### src/rtl/axi_rd_arbiter.sv
// Round-robin arbiter sharing one AXI read channel between I-cache and D-cache refill.
// Optional ARB_BEAT_CHECK_EN adds R-beat count / rid protocol checks.
module axi_rd_arbiter #(
    parameter int ID_WIDTH   = 13,
    parameter int ADDR_WIDTH = 64,
    parameter int DATA_WIDTH = 64
) (
    input  logic                    clk,
    input  logic                    reset,
    input  logic [1:0]              req_valid,
    input  logic [2*ADDR_WIDTH-1:0] req_addr,
    input  logic [15:0]             req_len,
    output logic [1:0]              req_ready,
    output logic [1:0]              resp_valid,
    output logic [DATA_WIDTH-1:0]   resp_data,
    output logic                    resp_last,
    output logic                    resp_err,
    output logic                    busy,
    output logic [ID_WIDTH-1:0]     m_axi_arid,
    output logic [ADDR_WIDTH-1:0]   m_axi_araddr,
    output logic [7:0]              m_axi_arlen,
    output logic [2:0]              m_axi_arsize,
    output logic [1:0]              m_axi_arburst,
    output logic                    m_axi_arlock,
    output logic [3:0]              m_axi_arcache,
    output logic [2:0]              m_axi_arprot,
    output logic                    m_axi_arvalid,
    input  logic                    m_axi_arready,
    input  logic [ID_WIDTH-1:0]     m_axi_rid,
    input  logic [DATA_WIDTH-1:0]   m_axi_rdata,
    input  logic [1:0]              m_axi_rresp,
    input  logic                    m_axi_rlast,
    input  logic                    m_axi_rvalid,
    output logic                    m_axi_rready
);

    localparam logic [2:0] ARSIZE = 3'($clog2(DATA_WIDTH / 8));

    typedef enum logic [1:0] {
        IDLE,
        ADDR,
        DATA
    } state_t;

    state_t                  state_q, state_d;
    logic                    grant_q, grant_d;
    logic                    last_grant_q, last_grant_d;
    logic [ADDR_WIDTH-1:0]   araddr_q, araddr_d;
    logic [7:0]              arlen_q, arlen_d;
    logic                    arvalid_q, arvalid_d;
    logic                    pick;
    logic                    beat_bad;
    logic                    unused_ok;

    // Tie goes to whoever did not win last time
    assign pick = (req_valid == 2'b11) ? ~last_grant_q : req_valid[1];

    assign m_axi_arid    = {{(ID_WIDTH-1){1'b0}}, grant_q};
    assign m_axi_araddr  = araddr_q;
    assign m_axi_arlen   = arlen_q;
    assign m_axi_arsize  = ARSIZE;
    assign m_axi_arburst = 2'b01;
    assign m_axi_arlock  = 1'b0;
    assign m_axi_arcache = 4'd0;
    assign m_axi_arprot  = 3'd0;
    assign m_axi_arvalid = arvalid_q;
    assign resp_data     = m_axi_rdata;
    assign busy          = (state_q != IDLE);
    assign unused_ok     = ^{m_axi_rid, m_axi_rresp[0]};

`ifdef ARB_BEAT_CHECK_EN
    logic [7:0] beat_cnt_q, beat_cnt_d;

    assign beat_bad = (m_axi_rlast && (beat_cnt_q != arlen_q))
                   || (!m_axi_rlast && (beat_cnt_q > arlen_q))
                   || (m_axi_rid != m_axi_arid);

    always_comb begin
        beat_cnt_d = beat_cnt_q;
        if (state_q == ADDR && m_axi_arready) begin
            beat_cnt_d = 8'd0;
        end else if (state_q == DATA && m_axi_rvalid && beat_cnt_q != 8'hff) begin
            beat_cnt_d = beat_cnt_q + 8'd1;
        end
    end

    always_ff @(posedge clk) begin
        if (reset) begin
            beat_cnt_q <= 8'd0;
        end else begin
            beat_cnt_q <= beat_cnt_d;
            if (state_q == DATA && m_axi_rvalid && beat_bad) begin
                $error("axi_rd_arbiter: R burst protocol violation");
            end
        end
    end
`else
    assign beat_bad = 1'b0;
`endif

    always_comb begin
        state_d      = state_q;
        grant_d      = grant_q;
        last_grant_d = last_grant_q;
        araddr_d     = araddr_q;
        arlen_d      = arlen_q;
        arvalid_d    = arvalid_q;
        req_ready    = 2'b00;
        resp_valid   = 2'b00;
        resp_last    = 1'b0;
        resp_err     = 1'b0;
        m_axi_rready = 1'b0;
        unique case (state_q)
            IDLE: begin
                if (|req_valid) begin
                    grant_d   = pick;
                    araddr_d  = pick ? req_addr[2*ADDR_WIDTH-1:ADDR_WIDTH]
                                     : req_addr[ADDR_WIDTH-1:0];
                    arlen_d   = pick ? req_len[15:8] : req_len[7:0];
                    arvalid_d = 1'b1;
                    state_d   = ADDR;
                end
            end
            ADDR: begin
                if (arvalid_q && m_axi_arready) begin
                    req_ready[grant_q] = 1'b1;
                    arvalid_d          = 1'b0;
                    last_grant_d       = grant_q;
                    state_d            = DATA;
                end
            end
            DATA: begin
                m_axi_rready = 1'b1;
                if (m_axi_rvalid) begin
                    resp_valid[grant_q] = 1'b1;
                    resp_last           = m_axi_rlast;
                    resp_err            = m_axi_rresp[1] | beat_bad;
                    if (m_axi_rlast) begin
                        state_d = IDLE;
                    end
                end
            end
            default: state_d = IDLE;
        endcase
    end

    always_ff @(posedge clk) begin
        if (reset) begin
            state_q      <= IDLE;
            grant_q      <= 1'b0;
            last_grant_q <= 1'b1;
            araddr_q     <= '0;
            arlen_q      <= 8'd0;
            arvalid_q    <= 1'b0;
        end else begin
            state_q      <= state_d;
            grant_q      <= grant_d;
            last_grant_q <= last_grant_d;
            araddr_q     <= araddr_d;
            arlen_q      <= arlen_d;
            arvalid_q    <= arvalid_d;
        end
    end

endmodule

### config.mk
export PLATFORM = sky130hd
export DESIGN_NAME = axi_rd_arbiter
export DESIGN_NICKNAME = d
export VERILOG_FILES = /design/src/rtl/axi_rd_arbiter.sv
export SDC_FILE = /design/constraint.sdc
export NUM_CORES = 1
export LEC_CHECK = 0
export CAP_MARGIN = 40
export CORE_AREA = 2 2 154 156
export DETAILED_ROUTE_END_ITERATION = 10
export DIE_AREA = 0 0 156 158
export REMOVE_ABC_BUFFERS = 1
export SLEW_MARGIN = 20
export SYNTH_ARGS = -nofsm -noshare
export SYNTH_HDL_FRONTEND = slang
export SYNTH_SLANG_ARGS = --single-unit
### constraint.sdc
create_clock -name clk -period 1.49 [get_ports clk]
set_clock_uncertainty 0.05 [all_clocks]
set_input_delay 0.2235 -clock clk [delete_from_list [all_inputs] [get_ports clk]]
set_output_delay 0.2235 -clock clk [all_outputs]
set_load 0.01 [all_outputs]
Word-level counts from Yosys, hierarchy flattened
Index checks and enable logic that the tools add are counted.
Widths: inputs -> output; s select.
{"block": "op_classes", "bitwise": 1, "reduce_logical": 10, "n_lt_le_gt_ge": 2, "n_eq_ne": 7, "muxes": 22}
{"cell": "$mux 64", "n": 1}
{"cell": "$mux 2", "n": 8}
{"cell": "$mux 1", "n": 9}
{"cell": "$mux 8", "n": 1}
{"cell": "$ne 2x2->1 const B", "n": 4}
{"cell": "$pmux 2 s3", "n": 1}
{"cell": "$eq 2x2->1 const B", "n": 2}
{"cell": "$reduce_and 2->1", "n": 2}
{"cell": "$reduce_and 4->1", "n": 1}
{"cell": "$reduce_bool 2->1", "n": 2}
{"cell": "$reduce_and 3->1", "n": 1}
{"cell": "$eq 2x1->1 const B", "n": 1}
{"cell": "$logic_and 1x1->1", "n": 2}
{"cell": "$logic_not 2->1", "n": 1}
{"cell": "$lt 1x2->1 const B", "n": 1}
{"cell": "$pmux 1 s2", "n": 1}
{"cell": "$reduce_or 2->1", "n": 1}
{"cell": "$demux 1 s1", "n": 1}
{"cell": "$ge 1x1->1 const B", "n": 1}
{"cell": "$not 1->1", "n": 1}
{"block": "totals", "register_bits": 77, "wordCells": 48, "input_bits": 230, "output_inout_bits": 171}

Logic depth before layout (Yosys ltp)
{"block": "depth", "word_depth": 6, "ltp_mapped": 5}

Worst setup path before layout
No wires, ideal clock.
{"block": "synth_timing", "kind": "reg2out", "start": "register state_q[1]", "end": "output resp_valid[0]", "t_arrival_ns": 0.993, "required_ns": 1.217, "stages_incl_launch_ff": 4, "setup_slack_ns": 0.223, "path_cell_list": "dfxtp_1 > nor2b_1 > nand2_1 > nor2_1"}
{"block": "synth_between", "elab_chain_len": 2}
{"item": "start, declared", "line": "45", "text": "state_t state_q, state_d;"}
{"item": "start signal, assigned", "line": "156", "text": "state_q <= state_d;"}
{"item": "$eq 2x2->1", "line": "113", "text": "unique case (state_q)"}
{"item": "$mux 2", "line": "113"}
{"item": "end, declared", "line": "14", "text": "output logic [1:0] resp_valid,"}
No other way between the ends.

Final worst setup path
{"block": "layout_timing", "start": "register state_q[1]", "end": "output req_ready[1]"}
{"block": "layout_between", "elab_chain_len": 2}
{"item": "$eq 2x1->1", "line": "113"}
{"item": "$mux 2", "line": "113"}
{"item": "end, declared", "line": "13", "text": "output logic [1:0] req_ready,"}
No other way between the ends.

==> impl_metrics.csv <==
group,metric,value,unit
outcome,status,"finished clean",
drt,via_per_inst,4.510,
sta,finalCriticalPeriod,1458,ps
run,cap_violations,0,
floorplan,die_y,158,um
sta,finalCritPeriodShare,97.87,%
worst_setup_path,critPathCaptureType,"output port",
logic_synthesis,synth.distinct_cells,25,
logic_synthesis,synth.avg_cell_area,8.223,um^2
power,p_leak,2.885,nW
grt,grt_antenna_before_repair,0,
floorplan,ios,401,
cells_and_area,antenna_cells,0,
clock_network,clkTransAtPathRegs,60,ps
power,p_per_area,986.1,nW/um^2
clock_network,clock-sinks,77,
sta,rsz0062_at_grt,"true",
cells_and_area,fin_nets,928,
worst_hold_path,hold_path_class,"in -> reg",
clock_network,htreeDepth,3,
floorplan,dieArea,24650,um^2
cells_and_area,nFillCells,2472,
cells_and_area,areaGrowthSynthToFinish,55.43,%
sta,fin_ws,31.69,ps
power,pwr-share-comb,29.9,%
sta,setup_viol,0,
power,switching_power,2.014,mW
drt,drc,0,
sta,drv_slew,0,
worst_setup_path,cp-start-kind,"flop",
grt,grt_max_degree,43,
grt,grtUsageTotal,16.85,%
drt,drt-total-wl,22720,um
clock_network,clockRootBuffer,"clkbuf_16",
power,switching_share,29.87,%
logic_synthesis,syn_area,4399,um^2
grt,grt.overflow.total,0,
clock_network,worstSkewPairLatency,340,ps
floorplan,chipWidth,156,um
logic_synthesis,synthCells,535,
grt,grt_pass1_wl,29610,um
power,p_clk_share,34.2,%
power,vdd_drop_max,412.2,uV
power,p_int,4.729,mW
floorplan,coreArea,23050,um^2
worst_setup_path,critPathKind,"reg -> out",
sta,fmax,685.7,MHz
drt,wl_per_cell,22.91,um
floorplan,rows,56,
worst_setup_path,critPathArrivalTime,1180,ps
drt,drtAntennaViolNets,0,
drt,vias,4474,
power,pwr-share-seq,35.9,%
logic_synthesis,synth_warnings,0,
clock_network,cts-buffers-inserted,9,
sta,hold_viol_final,0,
clock_network,cts_hold_buf,0,
clock_network,cts_tree,"yes",
worst_setup_path,worstPathRequired,1220,ps
drt,drt_iter0_drc,203,
cells_and_area,drive_above_1_share,11.82,%
grt,grt_pass1_vias,4138,
clock_network,clockBufferDepth,2,
place,port_buffers,233,
logic_synthesis,synth-seq-area-share,35.04,%
logic_synthesis,ys_seq_elements,77,
place,place.gp.congestion,0.8001,
drt,drtPass1Iterations,4,
worst_setup_path,crit_fanout,3,
place,dpl_worst_slack,-360.2,ps
place,hpwlAfterDp,16630,um
power,finalPower,6.743,mW
floorplan,start_util,19.08,%
## cell usage in the layout, fill, tap and decap left out, types with 2 or more instances in the layout
cell type and count:
a21oi_1 75, a311oi_1 57, a311oi_2 15, buf_12 12, buf_2 6, buf_4 17
clkbuf_16 13, clkbuf_8 2, clkdlybuf4s50_1 149, clkinv_2 2, conb_1 25, dfxtp_1 75
dfxtp_2 2, dlygate4sd2_1 75, nand2_1 149, nor2_1 5, nor2_4 2
## power groups by stage
stage	Sequential (mW)	Combinational [mW]	Clock [mW]
finish	2.42	2.02	2.30
global route	2.45	2.17	2.49
floorplan	2.58	0.645	0
detailed placement	2.47	2.05	0
CTS	2.42	1.90	2.40
global placement	2.46	2.05	0
## stage by stage
step	util (%)	hold slack, ps	setup TNS (ps)	instances	cell area (um^2)
finish	29.66	48.68	0	992	6838
floorplan	-	241.4	-102900	420	3431
detailed placement	28.06	397.1	-20710	968	6469
global placement	28.06	397.1	-19670	968	6469
CTS	28.89	29.16	-127.4	985	6659
global route	29.66	36.98	-91.99	992	6838
## layer usage
layer | global-route usage (%) | vias up | share of wire (%)
li1 | - | 2081 | -
met1 | 14.77 | 2036 | 31
met2 | 24.27 | 337 | 43
met3 | 19.22 | 16 | 24
met4 | 5.155 | 4 | 1.3
met5 | 7.246 | - | 1.0
## kinds of logic (layout without fill, tap and decap cells)
kind of cell	count (synthesis)	count (layout)	synth area share (%)
AO/OA/AOI/OAI	152	152	25.85
other	2	25	0.1707
buffers and inverters	140	284	24.15
AND/OR/NAND/NOR	164	164	14.79
flip-flops	77	77	35.04
## synth_stat cells
library cell,count,area [um^2]
nor2_4,2,22.52
a221oi_1,1,8.760
nand2_1,150,563.0
a311oi_1,58,508.0
dfxtp_1,77,1541
a211o_1,1,8.760
nor2_1,5,18.77
a311oi_2,14,210.2
nor2b_1,1,6.260
nand4b_1,1,8.760
nand3_1,1,5.000
buf_12,8,160.2
inv_1,2,7.510
a21bo_2,1,10.01
buf_6,3,33.78
buf_4,95,713.2
nand3b_1,1,7.510
o21ai_0,1,5.000
and3_1,2,12.51
clkbuf_1,10,37.54
a21boi_2,1,11.26
conb_1,2,7.510
or2_2,1,6.260
a21oi_1,75,375.4
buf_2,22,110.1
## worst max-delay path, stage by stage, from the launching register on
cell and delay, ps:
dfxtp_2 330, nand4b_1 210, nor2_1 150, buf_2 150
## sequential cells by signal, indices dropped and copies added (netlist names)
name and count:
last_grant_q 1, m_axi_araddr 64, state_q 2, m_axi_arvalid 1, grant_q 1, m_axi_arlen 8
## path summary, 6_finish.rpt
check	start	endpoint	slack [ps]	cells past startpoint
setup / recovery	state_q[1]$_SDFFE_PP0P_	req_ready[1]	30	3
hold / removal	reset	m_axi_araddr[56]$_SDFFE_PP0P_	50	2
setup reg to reg	state_q[1]$_SDFFE_PP0P_	m_axi_araddr[29]$_SDFFE_PP0P_	50	6
hold reg to reg	m_axi_araddr[54]$_SDFFE_PP0P_	m_axi_araddr[54]$_SDFFE_PP0P_	460	2
## final cells by class
cell class                      instances  area [um^2]  area share (%)
Tap cell                              290        362.8           5.306
Multi-Input combinational cell        341         1911           27.94
Sequential cell                        77         1544           22.58
Timing Repair Buffer                  267         2713           39.67
Clock inverter                          4        47.55          0.6953
Clock buffer                           11        252.7           3.696
Inverter                                2        7.507          0.1098
## timing repair
item                       in CTS  in global routing
buffers inserted                2                  4
cloned                          0                  4
setup endpoints to repair      82                 38
resized for setup             106                  9
pin swaps                       3                 10
No activity file was read; power rests on OpenSTA's default activity.
